==> config.mk <==
export PLATFORM = sky130hd
export DESIGN_NAME = pmod_timestamp_gen
export DESIGN_NICKNAME = d
export VERILOG_FILES = /design/src/rtl/pmod_ts_pkg.sv /design/src/rtl/pmod_ts_channel.sv /design/src/rtl/pmod_timestamp_gen.sv
export SDC_FILE = /design/constraint.sdc
export NUM_CORES = 1
export LEC_CHECK = 0
export BUFFER_PORTS_ARGS = -buffer_cell sky130_fd_sc_hd__buf_2
export CORE_ASPECT_RATIO = 1.4
export CORE_UTILIZATION = 55
export DETAILED_ROUTE_END_ITERATION = 16
export PLACE_DENSITY = 0.74
export SKIP_CTS_REPAIR_TIMING = 1
export SLEW_MARGIN = 20
export SYNTH_ARGS = -nofsm -noshare
export SYNTH_HDL_FRONTEND = slang
export SYNTH_HIERARCHICAL = 1
export SYNTH_SLANG_ARGS = --single-unit
==> constraint.sdc <==
create_clock -name sys_clock -period 2.8 [get_ports sys_clock]
set_input_delay 0.56 -clock sys_clock [delete_from_list [all_inputs] [get_ports sys_clock]]
set_output_delay 0.56 -clock sys_clock [all_outputs]
set_load 0.01 [all_outputs]
==> src/rtl/pmod_ts_pkg.sv <==
// Shared definitions for the PMOD timestamp pulse generator.
//  - state encoding of the per-channel pulse FSM (IDLE / PULSE / GAP)
//  - pin_level(): maps "pulse asserted" onto the physical pin level for a given polarity
//  - width helpers used to size the down-counter and the pending-trigger counter
package pmod_ts_pkg;

   typedef logic [1:0] ts_state_t;

   localparam ts_state_t ST_IDLE  = 2'd0;
   localparam ts_state_t ST_PULSE = 2'd1;
   localparam ts_state_t ST_GAP   = 2'd2;

   // Bits needed to hold values 0..n-1, never less than one bit.
   function automatic int width_of(input int n);
      if (n <= 1) begin
         return 1;
      end else begin
         return $clog2(n);
      end
   endfunction

   function automatic int max_of(input int a, input int b);
      if (a > b) begin
         return a;
      end else begin
         return b;
      end
   endfunction

   // Physical pin level: an active-low pin is driven 0 while the pulse is asserted.
   function automatic logic pin_level(input logic active_low, input logic asserted);
      return asserted ^ active_low;
   endfunction

endpackage

==> src/rtl/pmod_ts_channel.sv <==
// One timestamp channel: IDLE/PULSE/GAP FSM with a shared down-counter,
// pending-trigger counter, sticky overflow, pulse counter and start timestamp.
// Ports:
//  sys_clock  in   clock
//  reset      in   asynchronous active-low reset
//  enable     in   global trigger enable (0 flushes pending, ignores trig)
//  trig       in   one event per high cycle
//  clear_ovf  in   clears overflow (a same-cycle drop wins)
//  ts_now     in   shared free-running timestamp
//  pmod_pin   out  registered pulse pin
//  busy       out  registered: in PULSE/GAP or pending>0
//  overflow   out  registered sticky drop flag
//  pulse_cnt  out  pulses started (wraps)
//  ts_last    out  ts_now in the cycle the last pulse start was decided
module pmod_ts_channel
   import pmod_ts_pkg::*;
#(
   parameter int PULSE_CYCLES = 100,
   parameter int GAP_CYCLES   = 100,
   parameter int PEND_DEPTH   = 4,
   parameter int TS_WIDTH     = 32,
   parameter int CNT_WIDTH    = 16,
   parameter int ACTIVE_LOW   = 1
) (
   input  logic                 sys_clock,
   input  logic                 reset,
   input  logic                 enable,
   input  logic                 trig,
   input  logic                 clear_ovf,
   input  logic [TS_WIDTH-1:0]  ts_now,
   output logic                 pmod_pin,
   output logic                 busy,
   output logic                 overflow,
   output logic [CNT_WIDTH-1:0] pulse_cnt,
   output logic [TS_WIDTH-1:0]  ts_last
);

   localparam int DW = max_of(width_of(PULSE_CYCLES), width_of(GAP_CYCLES));
   localparam int PW = width_of(PEND_DEPTH + 1);
   localparam logic HAS_GAP = (GAP_CYCLES > 0);
   localparam logic AL      = (ACTIVE_LOW != 0);

   localparam logic [DW-1:0] DCNT_ZERO  = {DW{1'b0}};
   localparam logic [DW-1:0] DCNT_ONE   = DW'(1);
   localparam logic [DW-1:0] PULSE_LOAD = DW'(PULSE_CYCLES - 1);
   // With no gap state the load value is never used.
   localparam logic [DW-1:0] GAP_LOAD   = HAS_GAP ? DW'(GAP_CYCLES - 1) : DCNT_ZERO;

   localparam logic [PW-1:0] PEND_ZERO = {PW{1'b0}};
   localparam logic [PW-1:0] PEND_ONE  = PW'(1);
   localparam logic [PW-1:0] PEND_MAX  = PW'(PEND_DEPTH);

   localparam logic [CNT_WIDTH-1:0] CNT_ONE = CNT_WIDTH'(1);

   ts_state_t           state_r, state_s;
   logic [DW-1:0]       dcnt_r, dcnt_s;
   logic [PW-1:0]       pend_r, pend_s;
   logic                ovf_r, ovf_s;
   logic                pin_r;
   logic                busy_r;
   logic [CNT_WIDTH-1:0] cnt_r;
   logic [TS_WIDTH-1:0] ts_r;
   logic                accept_s;
   logic                start_s;
   logic                drop_s;

   // Next-state logic: FSM, down-counter, pending queue and overflow.
   always_comb begin
      accept_s = trig & enable;
      state_s  = state_r;
      dcnt_s   = dcnt_r;
      pend_s   = pend_r;
      start_s  = 1'b0;
      drop_s   = 1'b0;

      case (state_r)
         ST_IDLE: begin
            // A queued trigger starts only while enabled (disable flushes the queue).
            if (accept_s || (enable && (pend_r != PEND_ZERO))) begin
               start_s = 1'b1;
               state_s = ST_PULSE;
               dcnt_s  = PULSE_LOAD;
               // Consume one queued event unless a new one replaces it this cycle.
               if ((pend_r != PEND_ZERO) && !accept_s) begin
                  pend_s = pend_r - PEND_ONE;
               end else begin
                  pend_s = pend_r;
               end
            end else begin
               state_s = ST_IDLE;
            end
         end
         ST_PULSE: begin
            if (accept_s) begin
               if (pend_r < PEND_MAX) begin
                  pend_s = pend_r + PEND_ONE;
               end else begin
                  drop_s = 1'b1;
               end
            end else begin
               pend_s = pend_r;
            end
            if (dcnt_r == DCNT_ZERO) begin
               if (HAS_GAP) begin
                  state_s = ST_GAP;
                  dcnt_s  = GAP_LOAD;
               end else begin
                  state_s = ST_IDLE;
               end
            end else begin
               dcnt_s = dcnt_r - DCNT_ONE;
            end
         end
         ST_GAP: begin
            if (accept_s) begin
               if (pend_r < PEND_MAX) begin
                  pend_s = pend_r + PEND_ONE;
               end else begin
                  drop_s = 1'b1;
               end
            end else begin
               pend_s = pend_r;
            end
            if (dcnt_r == DCNT_ZERO) begin
               state_s = ST_IDLE;
            end else begin
               dcnt_s = dcnt_r - DCNT_ONE;
            end
         end
         default: begin
            state_s = ST_IDLE;
            dcnt_s  = DCNT_ZERO;
            pend_s  = PEND_ZERO;
         end
      endcase

      if (!enable) begin
         pend_s = PEND_ZERO;
      end else begin
         pend_s = pend_s;
      end

      // A drop in the same cycle outranks the clear request.
      if (drop_s) begin
         ovf_s = 1'b1;
      end else if (clear_ovf) begin
         ovf_s = 1'b0;
      end else begin
         ovf_s = ovf_r;
      end
   end

   // State and output registers; reset forces the pin to its idle level at once.
   always_ff @(posedge sys_clock or negedge reset) begin
      if (!reset) begin
         state_r <= ST_IDLE;
         dcnt_r  <= DCNT_ZERO;
         pend_r  <= PEND_ZERO;
         ovf_r   <= 1'b0;
         pin_r   <= pin_level(AL, 1'b0);
         busy_r  <= 1'b0;
         cnt_r   <= {CNT_WIDTH{1'b0}};
         ts_r    <= {TS_WIDTH{1'b0}};
      end else begin
         state_r <= state_s;
         dcnt_r  <= dcnt_s;
         pend_r  <= pend_s;
         ovf_r   <= ovf_s;
         pin_r   <= pin_level(AL, state_s == ST_PULSE);
         busy_r  <= (state_s != ST_IDLE) || (pend_s != PEND_ZERO);
         if (start_s) begin
            cnt_r <= cnt_r + CNT_ONE;
            ts_r  <= ts_now;
         end else begin
            cnt_r <= cnt_r;
            ts_r  <= ts_r;
         end
      end
   end

   assign pmod_pin  = pin_r;
   assign busy      = busy_r;
   assign overflow  = ovf_r;
   assign pulse_cnt = cnt_r;
   assign ts_last   = ts_r;

endmodule

==> src/rtl/pmod_timestamp_gen.sv <==
// Multi-channel EEMBC timestamp pulse generator for PMOD pins.
// Owns the free-running timestamp counter shared by all channels and
// instantiates one independent pmod_ts_channel per pin.
// Ports:
//  sys_clock  in   clock
//  reset      in   asynchronous active-low reset
//  enable     in   global trigger enable
//  trig       in   [NUM_CH]            per-channel trigger
//  clear_ovf  in   [NUM_CH]            per-channel overflow clear
//  pmod_pin   out  [NUM_CH]            registered pulse pins
//  busy       out  [NUM_CH]            channel active or events pending
//  overflow   out  [NUM_CH]            sticky trigger-dropped flag
//  pulse_cnt  out  [NUM_CH*CNT_WIDTH]  pulses started, ch0 in LSBs
//  ts_last    out  [NUM_CH*TS_WIDTH]   timestamp of last pulse start, ch0 in LSBs
module pmod_timestamp_gen
   import pmod_ts_pkg::*;
#(
   parameter int NUM_CH       = 1,
   parameter int PULSE_CYCLES = 100,
   parameter int GAP_CYCLES   = 100,
   parameter int PEND_DEPTH   = 4,
   parameter int TS_WIDTH     = 32,
   parameter int CNT_WIDTH    = 16,
   parameter int ACTIVE_LOW   = 1
) (
   input  logic                        sys_clock,
   input  logic                        reset,
   input  logic                        enable,
   input  logic [NUM_CH-1:0]           trig,
   input  logic [NUM_CH-1:0]           clear_ovf,
   output logic [NUM_CH-1:0]           pmod_pin,
   output logic [NUM_CH-1:0]           busy,
   output logic [NUM_CH-1:0]           overflow,
   output logic [NUM_CH*CNT_WIDTH-1:0] pulse_cnt,
   output logic [NUM_CH*TS_WIDTH-1:0]  ts_last
);

   localparam logic [TS_WIDTH-1:0] TS_ONE = TS_WIDTH'(1);

   logic [TS_WIDTH-1:0] ts_cnt_r;

   // Free-running timestamp, wraps modulo 2^TS_WIDTH.
   always_ff @(posedge sys_clock or negedge reset) begin
      if (!reset) begin
         ts_cnt_r <= {TS_WIDTH{1'b0}};
      end else begin
         ts_cnt_r <= ts_cnt_r + TS_ONE;
      end
   end

   for (genvar g = 0; g < NUM_CH; g++) begin : g_ch
      pmod_ts_channel #(
         .PULSE_CYCLES (PULSE_CYCLES),
         .GAP_CYCLES   (GAP_CYCLES),
         .PEND_DEPTH   (PEND_DEPTH),
         .TS_WIDTH     (TS_WIDTH),
         .CNT_WIDTH    (CNT_WIDTH),
         .ACTIVE_LOW   (ACTIVE_LOW)
      ) u_ch (
         .sys_clock (sys_clock),
         .reset     (reset),
         .enable    (enable),
         .trig      (trig[g]),
         .clear_ovf (clear_ovf[g]),
         .ts_now    (ts_cnt_r),
         .pmod_pin  (pmod_pin[g]),
         .busy      (busy[g]),
         .overflow  (overflow[g]),
         .pulse_cnt (pulse_cnt[g*CNT_WIDTH +: CNT_WIDTH]),
         .ts_last   (ts_last[g*TS_WIDTH +: TS_WIDTH])
      );
   end

endmodule

* After elaboration in Yosys (flattened, before gate mapping)
Cells that the tools add are included.
** Word-level totals
- Flip-flop bits (word level) :: 95
- Input bits :: 5
- Output and inout port bits :: 51
- Logic and storage cells :: 56
** Operators by class
- Add/sub/neg operators :: 5
- Order comparisons :: 1
- Equal/unequal tests :: 5
- Mux-type cells :: 21
- Bitwise operators :: 2
- Reduce and logical (&&, ||, !) cells :: 13
** Operator list (number)
- $add A32 B1 Y32 const B :: 1
- $mux W7 :: 3
- $pmux W7 S3 :: 1
- $add A16 B1 Y16 const B :: 1
- $mux W3 :: 5
- $mux W1 :: 8
- $logic_not A7 Y1 :: 1
- $sub A7 B1 Y7 const B :: 1
- $pmux W2 S3 :: 1
- $pmux W3 S2 :: 1
- $reduce_bool A3 Y1 :: 2
- $eq A2 B1 Y1 const B :: 2
- $mux W2 :: 2
- $reduce_bool A2 Y1 :: 2
- $add A3 B1 Y3 const B :: 1
- $lt A3 B3 Y1 const B :: 1
- $sub A3 B1 Y3 const B :: 1
- $eq A2 B2 Y1 const B :: 1
- $logic_and A1 B1 Y1 :: 2
- $logic_not A2 Y1 :: 1
- $logic_or A1 B1 Y1 :: 2
- $ne A2 B1 Y1 const B :: 1
- $ne A2 B2 Y1 const B :: 1
- $reduce_and A2 Y1 :: 1
- 4 further kinds :: 4

* Logic depth before layout (Yosys ltp)
Gate-level depths: netlist (run 1).
- Word-level depth :: 9
- Gate-level depth with buffers :: 8
- Depth with buffers taken out :: 7

* Modules after synthesis
The synthesis (run 1) kept the hierarchy.
** By module, submodules not included
- pmod_ts_channel :: instances 1, cells an instance 232, area each 2869.0 um2, sequential area each 1577.8 um2
- pmod_timestamp_gen :: instances 1, cells an instance 127, area each 1478.9 um2, sequential area each 800.8 um2

* Least setup slack after synthesis (run 1)
OpenSTA, ideal clock, no wires.
- Path type :: register to register
- From :: register g_ch[0].u_ch.pend_r[0]
- To :: register g_ch[0].u_ch.busy_r
- Library setup time :: 0.139 ns
- Arrival time :: 1.902 ns
- Required time :: 2.661 ns
- Setup slack :: 0.759 ns
- Stages on the path, launching flop included :: 7
- Path buffers :: 0
- Clock period less this slack :: 2.041 ns
- Cells stage by stage :: dfrtp_1 > inv_1 > ha_1 > or3b_1 > and3_1 > o21ba_1 > or4_1
** Between the ends
- Elaborated cells between the ends (all ways) :: 18
- Classes of those cells :: 2 x add/sub; 1 x order compare; 8 x mux; 7 x reduce/logical
** RTL lines
- from (decl) :: line pmod_ts_channel.sv:57 : logic [PW-1:0] pend_r, pend_s;
- from (signal assigned) :: line pmod_ts_channel.sv:167 : pend_r <= pend_s;
- $reduce_bool A3 Y1 :: line pmod_ts_channel.sv:79 : if (accept_s || (enable && (pend_r != PEND_ZERO))) begin
- $logic_and A1 B1 Y1 :: line pmod_ts_channel.sv:79
- $logic_or A1 B1 Y1 :: line pmod_ts_channel.sv:79
- $mux W1 :: line pmod_ts_channel.sv:79
- $pmux W2 S3 :: line pmod_ts_channel.sv:76 : case (state_r)
- named net g_ch[0].u_ch.state_s[0] :: line pmod_ts_channel.sv:55 : ts_state_t state_r, state_s;
- $reduce_bool A2 Y1 :: line pmod_ts_channel.sv:170 : busy_r <= (state_s != ST_IDLE) || (pend_s != PEND_ZERO);
- $logic_or A1 B1 Y1 :: line pmod_ts_channel.sv:170
- to (signal assigned) :: line pmod_ts_channel.sv:170
- to (decl) :: line pmod_ts_channel.sv:60 : logic busy_r;
The timed path passes the listed nets, and every way through them passes these cells.
A chain may end at the register's enable or synchronous reset.

* Final worst setup path (run 1)
- From :: register g_ch[0].u_ch.pend_r[0]
- To :: register g_ch[0].u_ch.dcnt_r[6]
** Between the ends
- Word-level cells in the longest chain between the ends :: 5
** RTL lines
- $reduce_bool A3 Y1 :: line pmod_ts_channel.sv:79
- $logic_and A1 B1 Y1 :: line pmod_ts_channel.sv:79
- $logic_or A1 B1 Y1 :: line pmod_ts_channel.sv:79
- $ne A2 B1 Y1 (no source line)
- $reduce_and A2 Y1 (no source line)
- to (signal assigned) :: line pmod_ts_channel.sv:166 : dcnt_r <= dcnt_s;
- to (decl) :: line pmod_ts_channel.sv:56 : logic [DW-1:0] dcnt_r, dcnt_s;
No other way between the ends.

==> metrics.csv, run 1 <==
metric,value,unit
run status,finished clean,
hold crit path type,input port to asynchronous set/reset pin,
#FFs+latches synth,95,
total gr overflow,0,
layout cell share with drive strength beyond 1,0.299,
Post-DP Area,0.00475,mm²
Routed Antenna Nets,0,
slew margin rel.,0.618,
CP startpoint kind,register,
Reg2Reg Depth,7,
initial antenna violation count,0,
Net Sw Frac,0.333,
origin of the critical flop-to-flop path,g_ch[0].u_ch/pend_r[0],
Critical Path Fanout Max,9,
final setup vio count,0,
largest net degree at the start of global routing,43,
CP arrival,2.55,ns
Worst EP required,3.06,ns
total core area,0.00770,mm²
Mapped Nets,374,
Worst path slowest cell,a21boi_0,
MaxCap Viol Count,0,
routed length per instance,14.5,µm
VDD IR max,0.482,mV
Seq pwr share,0.464,
YS warnings,6,
CTS tree,built,
post-synth top area share,0.541,
fmax,436,MHz
row cnt,38,
Routability Congestion,0.846,
DR pass1 iterations,4,
clk_lat worst skew,0.37,ns
Finished Cell Area,0.00494,mm²
GRT Total Usage,0.200,
Port Buffers,55,
Residual DRC,0,
# H-tree levels,3,
share of total power in combinational logic,0.289,
sequential element share of the synthesized area,0.547,
# IOs,56,
Clock transition at path regs,0.09,ns
Int Pwr,2.43,mW
# nets final,435,
pwr/cell area,738,mW/mm²
Synth area leaders,"dfrtp_1 54%, mux2_2 8.5%, xnor2_1 4.8%",
P_sw,1.21,mW
Crit Path Class,register to register,
Cell variety after synth,52,
RSZ-0062 raised after global routing,no,
Worst Max-Slew Pin Slew,0.571,ns
CTS Buf Count,9,
Synth Instances,359,
DR iter-0 viols,156,
WP buf/inv,1,
Die ar.,0.00827,mm²
# diodes,0,
DP HPWL,5.50,mm
vias in the first global route,2900,
routed vias,2914,
routed wire length,7.64,mm
first-pass GRT wire length,12.8,mm
Slew Limit Fails,0,
"delay-heaviest family, CP",compound AO/OA/AOI/OAI gates,
flop-to-flop setup slack,0.51,ns
r2r endpoint,g_ch[0].u_ch/dcnt_r[6],
Die Span Y,107,µm
P&R area growth vs syn,13.7,%
Setup WS post-layout,0.509,ns
most common cell in the netlist,dfrtp_1,
cell taking the most area after synthesis,dfrtp_1,
Via density,5.55,
clk buf depth,2,
ys flop type,dfrtp_1,
Synth Cell Area,0.00435,mm²
Fin. Hold Viols,0,
setup tns final,0,ns
Max Clock Skew,0.0120,ns
crit path cell chain,inv_1 -> ha_1 -> or3b_1 -> a21boi_0 -> a21o_1 -> nor2_1 -> o221a_2,
Max stage delay on crit path,0.43,ns
Final Cycle Share,0.818,
Placement Setup Slack,0.562,ns
Async SR Flop Fraction,1.00,
Starting Density,0.564,
minimum clock period after layout,2.29,ns
die width,77.1,µm
clock power share,0.247,
Post-synth top cells,"94 x dfrtp_1, 33 x mux2_2, 24 x nand2_1, 24 x xnor2_1, 23 x xor2_1",
element type at the critical path end,register,
syn avg cell area,12.1,µm²
Leakage,2.50,nW
Post-synth EDFFs,0,
Sink Count,95,
Root Buffer,clkbuf_8,
[cell families (layout without fill, tap and decap cells)]
family / count (synthesis) / in the layout / synth area share
AOI/OAI and AO/OA: 30 / 30 / 0.0475
xor gates and xnor gates: 47 / 47 / 0.0947
adders and majority gates: 10 / 10 / 0.0288
buffers and inverters: 23 / 89 / 0.0233
DFF: 95 / 95 / 0.547
muxes: 35 / 35 / 0.0901
and+or+nand+nor: 119 / 119 / 0.169
[layer usage]
metal	wire, µm	vias up	global-route usage	part of all wire
met4	192	0	0.116	0.025
met3	185	14	0.0298	0.024
met2	3980	47	0.353	0.52
met5	0	-	0	0
met1	3280	1462	0.229	0.43
li1	-	1391	-	-
[worst register-to-register path, stage by stage, from the launching register on]
cell and delay [ns]:
dfrtp_1 0.42, inv_1 0.12, ha_1 0.19, or3b_1 0.37
a21boi_0 0.43, a21o_1 0.28, nor2_1 0.13, o221a_2 0.24
[area by class of cell]
type                       instances  area, µm²
clock buffer                      10        128
clock inverter                     6       70.1
fill                             620       2760
inverter                          14       52.6
multi-input combinational        241       1870
sequential                        95       2380
tap                              100        125
timing repair buffer              59        320
[placed cells by master, fill, tap and decap left out, drive strengths merged, types with 3 or more instances in the layout]
master,netlist,final
xor2,23,23
nand2b,4,4
inv,14,15
or4,5,5
nand4,8,8
nor3,10,10
a21oi,4,4
nor4,12,12
xnor2,24,24
o21ai,10,10
clkbuf,1,10
ha,10,10
and3,6,6
nor2,15,15
mux2,33,33
or3,3,3
nand2,24,24
buf,8,59
nand3,16,16
and4,6,6
dfrtp,94,94
[worst max path at each step]
stage | depth (start not counted) | end | slack, ns | start
2_1_floorplan | 6 | g_ch[0].u_ch/busy | 0.76 | g_ch[0].u_ch/pend_r[0]
3_3_place_gp | 6 | g_ch[0].u_ch/dcnt_r[6] | 0.61 | trig
3_5_place_dp | 6 | g_ch[0].u_ch/dcnt_r[6] | 0.56 | trig
4_1_cts | 7 | g_ch[0].u_ch/dcnt_r[6] | 0.56 | g_ch[0].u_ch/pend_r[0]
5_1_grt | 7 | g_ch[0].u_ch/dcnt_r[6] | 0.37 | g_ch[0].u_ch/pend_r[0]
6_report | 7 | g_ch[0].u_ch/dcnt_r[6] | 0.51 | g_ch[0].u_ch/pend_r[0]
[registers in the layout, indices dropped and copies added, names as in the netlist]
register / count
g_ch.u_ch/busy: 1
g_ch.u_ch/dcnt_r: 7
g_ch.u_ch/overflow: 1
g_ch.u_ch/pend_r: 3
g_ch.u_ch/pmod_pin: 1
g_ch.u_ch/pulse_cnt: 16
g_ch.u_ch/state_r: 2
g_ch.u_ch/ts_last: 32
ts_cnt_r: 32
[power by group through the flow]
stage | Sequential (mW) | Clock [mW] | Combinational, mW
after floorplan | 1.73 | 0 | 0.732
after global placement | 1.71 | 0 | 1.02
after detailed placement | 1.72 | 0 | 1.05
after CTS | 1.69 | 0.930 | 1.06
after global routing | 1.72 | 0.969 | 1.16
final | 1.69 | 0.901 | 1.05
[through the flow]
step | cells | total power, mW | utilization | hold slack [ns]
detailed placement | 509 | 2.77 | 0.616 | 0.464
finish | 525 | 3.65 | 0.642 | 0.167
floorplan | 359 | 2.46 | - | 0.264
global placement | 509 | 2.73 | 0.616 | 0.452
global route | 525 | 3.85 | 0.642 | 0.201
CTS | 525 | 3.68 | 0.642 | 0.173
(Power assumes the default switching activity.)
==> run 2, diff against run 1 <==
==> constraint.sdc (replaced) <==
create_clock -name sys_clock -period 2.35 [get_ports sys_clock]
set_input_delay 0.47 -clock sys_clock [delete_from_list [all_inputs] [get_ports sys_clock]]
set_output_delay 0.47 -clock sys_clock [all_outputs]
set_load 0.01 [all_outputs]
==> run 2 against run 1 <==
  * Core utilization about the same
  * Clock power grew 17%
  * Clock skew down 0.0039 ns
  * Hold slack got worse by 0.12 ns
  * Sequential share of layout area is essentially flat
  * Global-route usage up 0.27 points
  * Register-to-register slack got worse by 0.33 ns
  * Critical path depth is the same
  * Total power is 19% higher
  * Cell count down 0.19%
  * Maximum frequency up 5.4%
  * Combinational power up 23%
  * Critical endpoint is now g_ch[0].u_ch/dcnt_r[3]
==> metrics.csv, run 2 (synthesized netlist as in run 1, its figures left out) <==
metric,value,unit
crit path cell chain,inv_1 -> ha_1 -> nand2b_1 -> nor2_8 -> or3_1 -> or4b_2 -> nand2_1,
Max Clock Skew,0.00815,ns
RSZ-0062 raised after global routing,no,
MaxCap Viol Count,0,
Final Cycle Share,0.925,
slew margin rel.,0.608,
routed length per instance,14.7,µm
# H-tree levels,3,
Crit Path Class,register to register,
fmax,460,MHz
total gr overflow,0,
Sink Count,95,
CTS tree,built,
DR pass1 iterations,4,
routed vias,2924,
Tot Pwr,4.35,mW
row cnt,38,
# diodes,0,
largest net degree at the start of global routing,42,
hold crit path type,input port to asynchronous set/reset pin,
CTS Buf Count,9,
Residual DRC,0,
CP startpoint kind,register,
Worst path slowest cell,or4b_2,
WP buf/inv,1,
setup tns final,0,ns
CP arrival,2.47,ns
first-pass GRT wire length,13.2,mm
pwr/cell area,881,mW/mm²
Worst Max-Slew Pin Slew,0.586,ns
Routability Congestion,0.888,
layout cell share with drive strength beyond 1,0.300,
flop-to-flop setup slack,0.18,ns
Slew Limit Fails,0,
# nets final,436,
GRT Total Usage,0.203,
Fin. Hold Viols,0,
DR iter-0 viols,152,
# IOs,56,
P&R area growth vs syn,13.7,%
Via density,5.58,
die width,77.1,µm
"delay-heaviest family, CP",simple AND/OR/NAND/NOR gates,
Die Span Y,107,µm
run status,finished clean,
element type at the critical path end,register,
"commonest non-fill, non-tap cells in the layout","94 x dfrtp_1, 54 x buf_2, 33 x mux2_2",
Routed Antenna Nets,0,
final setup vio count,0,
clk_lat worst skew,0.36,ns
Die ar.,0.00827,mm²
origin of the critical flop-to-flop path,g_ch[0].u_ch/dcnt_r[0],
total core area,0.00770,mm²
Root Buffer,clkbuf_8,
vias in the first global route,2861,
minimum clock period after layout,2.17,ns
initial antenna violation count,0,
routed wire length,7.73,mm
Critical Path Fanout Max,7,
clk buf depth,2,
"most common cell after layout, fill and taps aside",dfrtp_1,
Port Buffers,55,
Worst EP required,2.65,ns
Clock transition at path regs,0.09,ns
Leakage,2.50,nW
Max stage delay on crit path,0.61,ns
VDD IR max,0.541,mV
crit path from,g_ch[0].u_ch/dcnt_r[0],
DP HPWL,5.42,mm
fill count,615,
Starting Density,0.564,
-- run 2: changes by cell type in the layout (fill, tap and decap cells not counted), sizes merged --
cell,delta
inv,-1
clkbuf,+1
buf,+1
clkinv,-2
-- run 2: per-stage QoR --
stage           util  instances  hold WS (ns)  worst slack [ns]  cell area, µm²
2_1_floorplan      -        359         0.174             0.309            4350
3_3_place_gp   0.617        510         0.434             0.234            4750
3_5_place_dp   0.617        510         0.442             0.175            4750
4_1_cts        0.641        524        0.0450             0.156            4940
5_1_grt        0.642        524        0.0648            0.0527            4940
6_report       0.642        524        0.0434             0.175            4940
-- run 2: power breakdown --
| part | internal, mW | switching, mW |
|---|---|---|
| clock | 0.510 | 0.536 |
| combinational | 0.584 | 0.705 |
| sequential | 1.83 | 0.184 |
| total | 2.93 | 1.43 |
-- run 2: final timing paths --
kind / end / cells after the start
worst max-delay path: g_ch[0].u_ch/dcnt_r[3] / 7
worst min-delay path: g_ch[0].u_ch/ts_last[24] / 1
worst max register to register: g_ch[0].u_ch/dcnt_r[3] / 7
worst min register to register: ts_cnt_r[31] / 1
max in group asynchronous: g_ch[0].u_ch/ts_last[13] / 2
min in group sys_clock: g_ch[0].u_ch/overflow / 2
-- run 2: cell type report --
class,count,area [µm²],area share
timing repair buffer,60,328,0.0663
tap,100,125,0.0253
inverter,14,52.6,0.0106
clock buffer,11,141,0.0286
multi-input combinational,241,1870,0.379
sequential,95,2380,0.481
clock inverter,3,45.0,0.00911
-- run 2: metal layers --
metal  wire length (µm)  track usage  part of all wire  vias to the layer above
li1                   -            -                 -                     1392
met3                177       0.0323             0.023                       14
met4                176        0.115             0.023                        0
met1               3440        0.254              0.45                     1470
met2               3930        0.332              0.51                       48
met5                  0            0                 0                        -
==> run 3, diff against run 2 <==
--- a/config.mk
+++ b/config.mk
@@ -5,11 +5,11 @@
 export SDC_FILE = /design/constraint.sdc
 export NUM_CORES = 1
 export LEC_CHECK = 0
-export BUFFER_PORTS_ARGS = -buffer_cell sky130_fd_sc_hd__buf_2
 export CORE_ASPECT_RATIO = 1.4
 export CORE_UTILIZATION = 55
 export DETAILED_ROUTE_END_ITERATION = 16
-export PLACE_DENSITY = 0.74
+export DONT_BUFFER_PORTS = 1
+export PLACE_DENSITY = 0.68
 export SKIP_CTS_REPAIR_TIMING = 1
 export SLEW_MARGIN = 20
 export SYNTH_ARGS = -nofsm -noshare
==> run 3 against run 2 <==
  * The flow now finishes with violations (negative hold slack)
  * Clock skew up 0.0028 ns
  * Critical path type unchanged
  * Via count down 10%
  * Register-to-register slack about the same
  * Final area down 5.5%
  * Combinational power down 16%
  * Count of clock-buffer cells in the layout up 1
  * Maximum frequency about the same
  * Clock power up 4%
==> metrics.csv, run 3 (synthesized netlist as in run 1, its figures left out) <==
metric,value,unit
Die ar.,0.00827,mm²
VDD IR max,0.525,mV
setup tns final,0,ns
Max Clock Skew,0.0109,ns
fmax,460,MHz
Sink Count,95,
Root Buffer,clkbuf_8,
minimum clock period after layout,2.17,ns
routed wire length,7.18,mm
Post-DP Area,0.00446,mm²
Reg2Reg Depth,6,
Finished Cell Area,0.00467,mm²
Residual DRC,0,
total core area,0.00770,mm²
first-pass GRT wire length,12.4,mm
Die Span Y,107,µm
Finished Core Util,0.606,
"most common cell after layout, fill and taps aside",dfrtp_1,
CP arrival,2.40,ns
layout cell share with drive strength beyond 1,0.197,
Via density,5.58,
Slew Limit Fails,0,
routed length per instance,15.2,µm
Max stage delay on crit path,0.51,ns
# diodes,0,
total gr overflow,0,
crit path cell chain,inv_1 -> ha_1 -> or3b_1 -> and3_2 -> o21ba_1 -> or4_1,
CTS tree,built,
origin of the critical flop-to-flop path,g_ch[0].u_ch/pend_r[0],
GRT Total Usage,0.193,
failing checks,negative hold slack,
run status,"finished, violations left",
initial antenna violation count,0,
row cnt,38,
fill count,631,
# IOs,56,
Worst Max-Slew Pin Slew,0.559,ns
DR iter-0 viols,131,
Routability Congestion,0.871,
clk_lat worst skew,0.36,ns
Routed Antenna Nets,0,
flop-to-flop setup slack,0.18,ns
Clock transition at path regs,0.08,ns
MaxCap Viol Count,0,
clk buf depth,2,
Fin. Hold Viols,94,
"delay-heaviest family, CP",simple AND/OR/NAND/NOR gates,
Critical Path Fanout Max,3,
RSZ-0062 raised after global routing,no,
# H-tree levels,3,
routed vias,2629,
CP startpoint kind,register,
r2r endpoint,g_ch[0].u_ch/busy,
P&R area growth vs syn,7.42,%
Final Cycle Share,0.925,
slew margin rel.,0.626,
Starting Density,0.564,
Crit Path Class,register to register,
CTS Buf Count,9,
Min Hold Slack,-0.196,ns
final setup vio count,0,
die width,77.1,µm
Worst path slowest cell,or4_1,
WP buf/inv,1,
DR pass1 iterations,4,
# nets final,381,
"commonest non-fill, non-tap cells in the layout","94 x dfrtp_1, 33 x mux2_2, 24 x nand2_1, 24 x xnor2_1, 23 x xor2_1",
Port Buffers,0,
element type at the critical path end,register,
DP HPWL,4.96,mm
largest net degree at the start of global routing,96,
Leakage,2.23,nW
hold crit path type,input port to asynchronous set/reset pin,
pwr/cell area,912,mW/mm²
vias in the first global route,2538,
Worst EP required,2.58,ns
run 3: worst max-delay path by stage:
stage	startpoint	to	slack, ns	cells past startpoint
after detailed placement	g_ch[0].u_ch/pend_r[0]	g_ch[0].u_ch/busy	0.18	6
after CTS	g_ch[0].u_ch/pend_r[0]	g_ch[0].u_ch/busy	0.16	6
after global placement	g_ch[0].u_ch/pend_r[0]	g_ch[0].u_ch/busy	0.24	6
after global routing	g_ch[0].u_ch/pend_r[0]	g_ch[0].u_ch/dcnt_r[6]	0.04	8
after floorplan	g_ch[0].u_ch/pend_r[0]	g_ch[0].u_ch/busy	0.31	6
final	g_ch[0].u_ch/pend_r[0]	g_ch[0].u_ch/busy	0.18	6
run 3: per-stage QoR:
| stage | std cells | total power, mW | setup slack (ns) |
|---|---|---|---|
| final | 471 | 4.26 | 0.177 |
| after global routing | 471 | 4.52 | 0.0363 |
| after CTS | 471 | 4.31 | 0.162 |
| after detailed placement | 455 | 3.20 | 0.176 |
| after global placement | 455 | 3.16 | 0.242 |
| after floorplan | 359 | 2.93 | 0.309 |
run 3: routing by layer:
metal | vias up | routed length (µm) | track usage | share of wire
met5 | - | 0 | 0 | 0
met1 | 1294 | 3260 | 0.259 | 0.45
met2 | 48 | 3510 | 0.288 | 0.49
li1 | 1279 | - | - | -
met3 | 8 | 291 | 0.0494 | 0.041
met4 | 0 | 115 | 0.0970 | 0.016
run 3: area by class of cell:
| cell class | instances | area [µm²] | share of cell area |
|---|---|---|---|
| clock buffers | 12 | 155 | 0.0332 |
| clock inverters | 4 | 52.6 | 0.0113 |
| inverters | 14 | 52.6 | 0.0113 |
| multi-input cells | 241 | 1870 | 0.400 |
| flip-flops and latches | 95 | 2380 | 0.509 |
| well taps | 100 | 125 | 0.0268 |
| repair buffers | 5 | 37.5 | 0.00804 |
run 3: where the power goes:
group	total [mW]	leakage, nW	internal, mW	switching [mW]
registers	2.09	1.27	1.84	0.251
clock network	1.09	0.107	0.555	0.538
logic	1.08	0.856	0.518	0.562
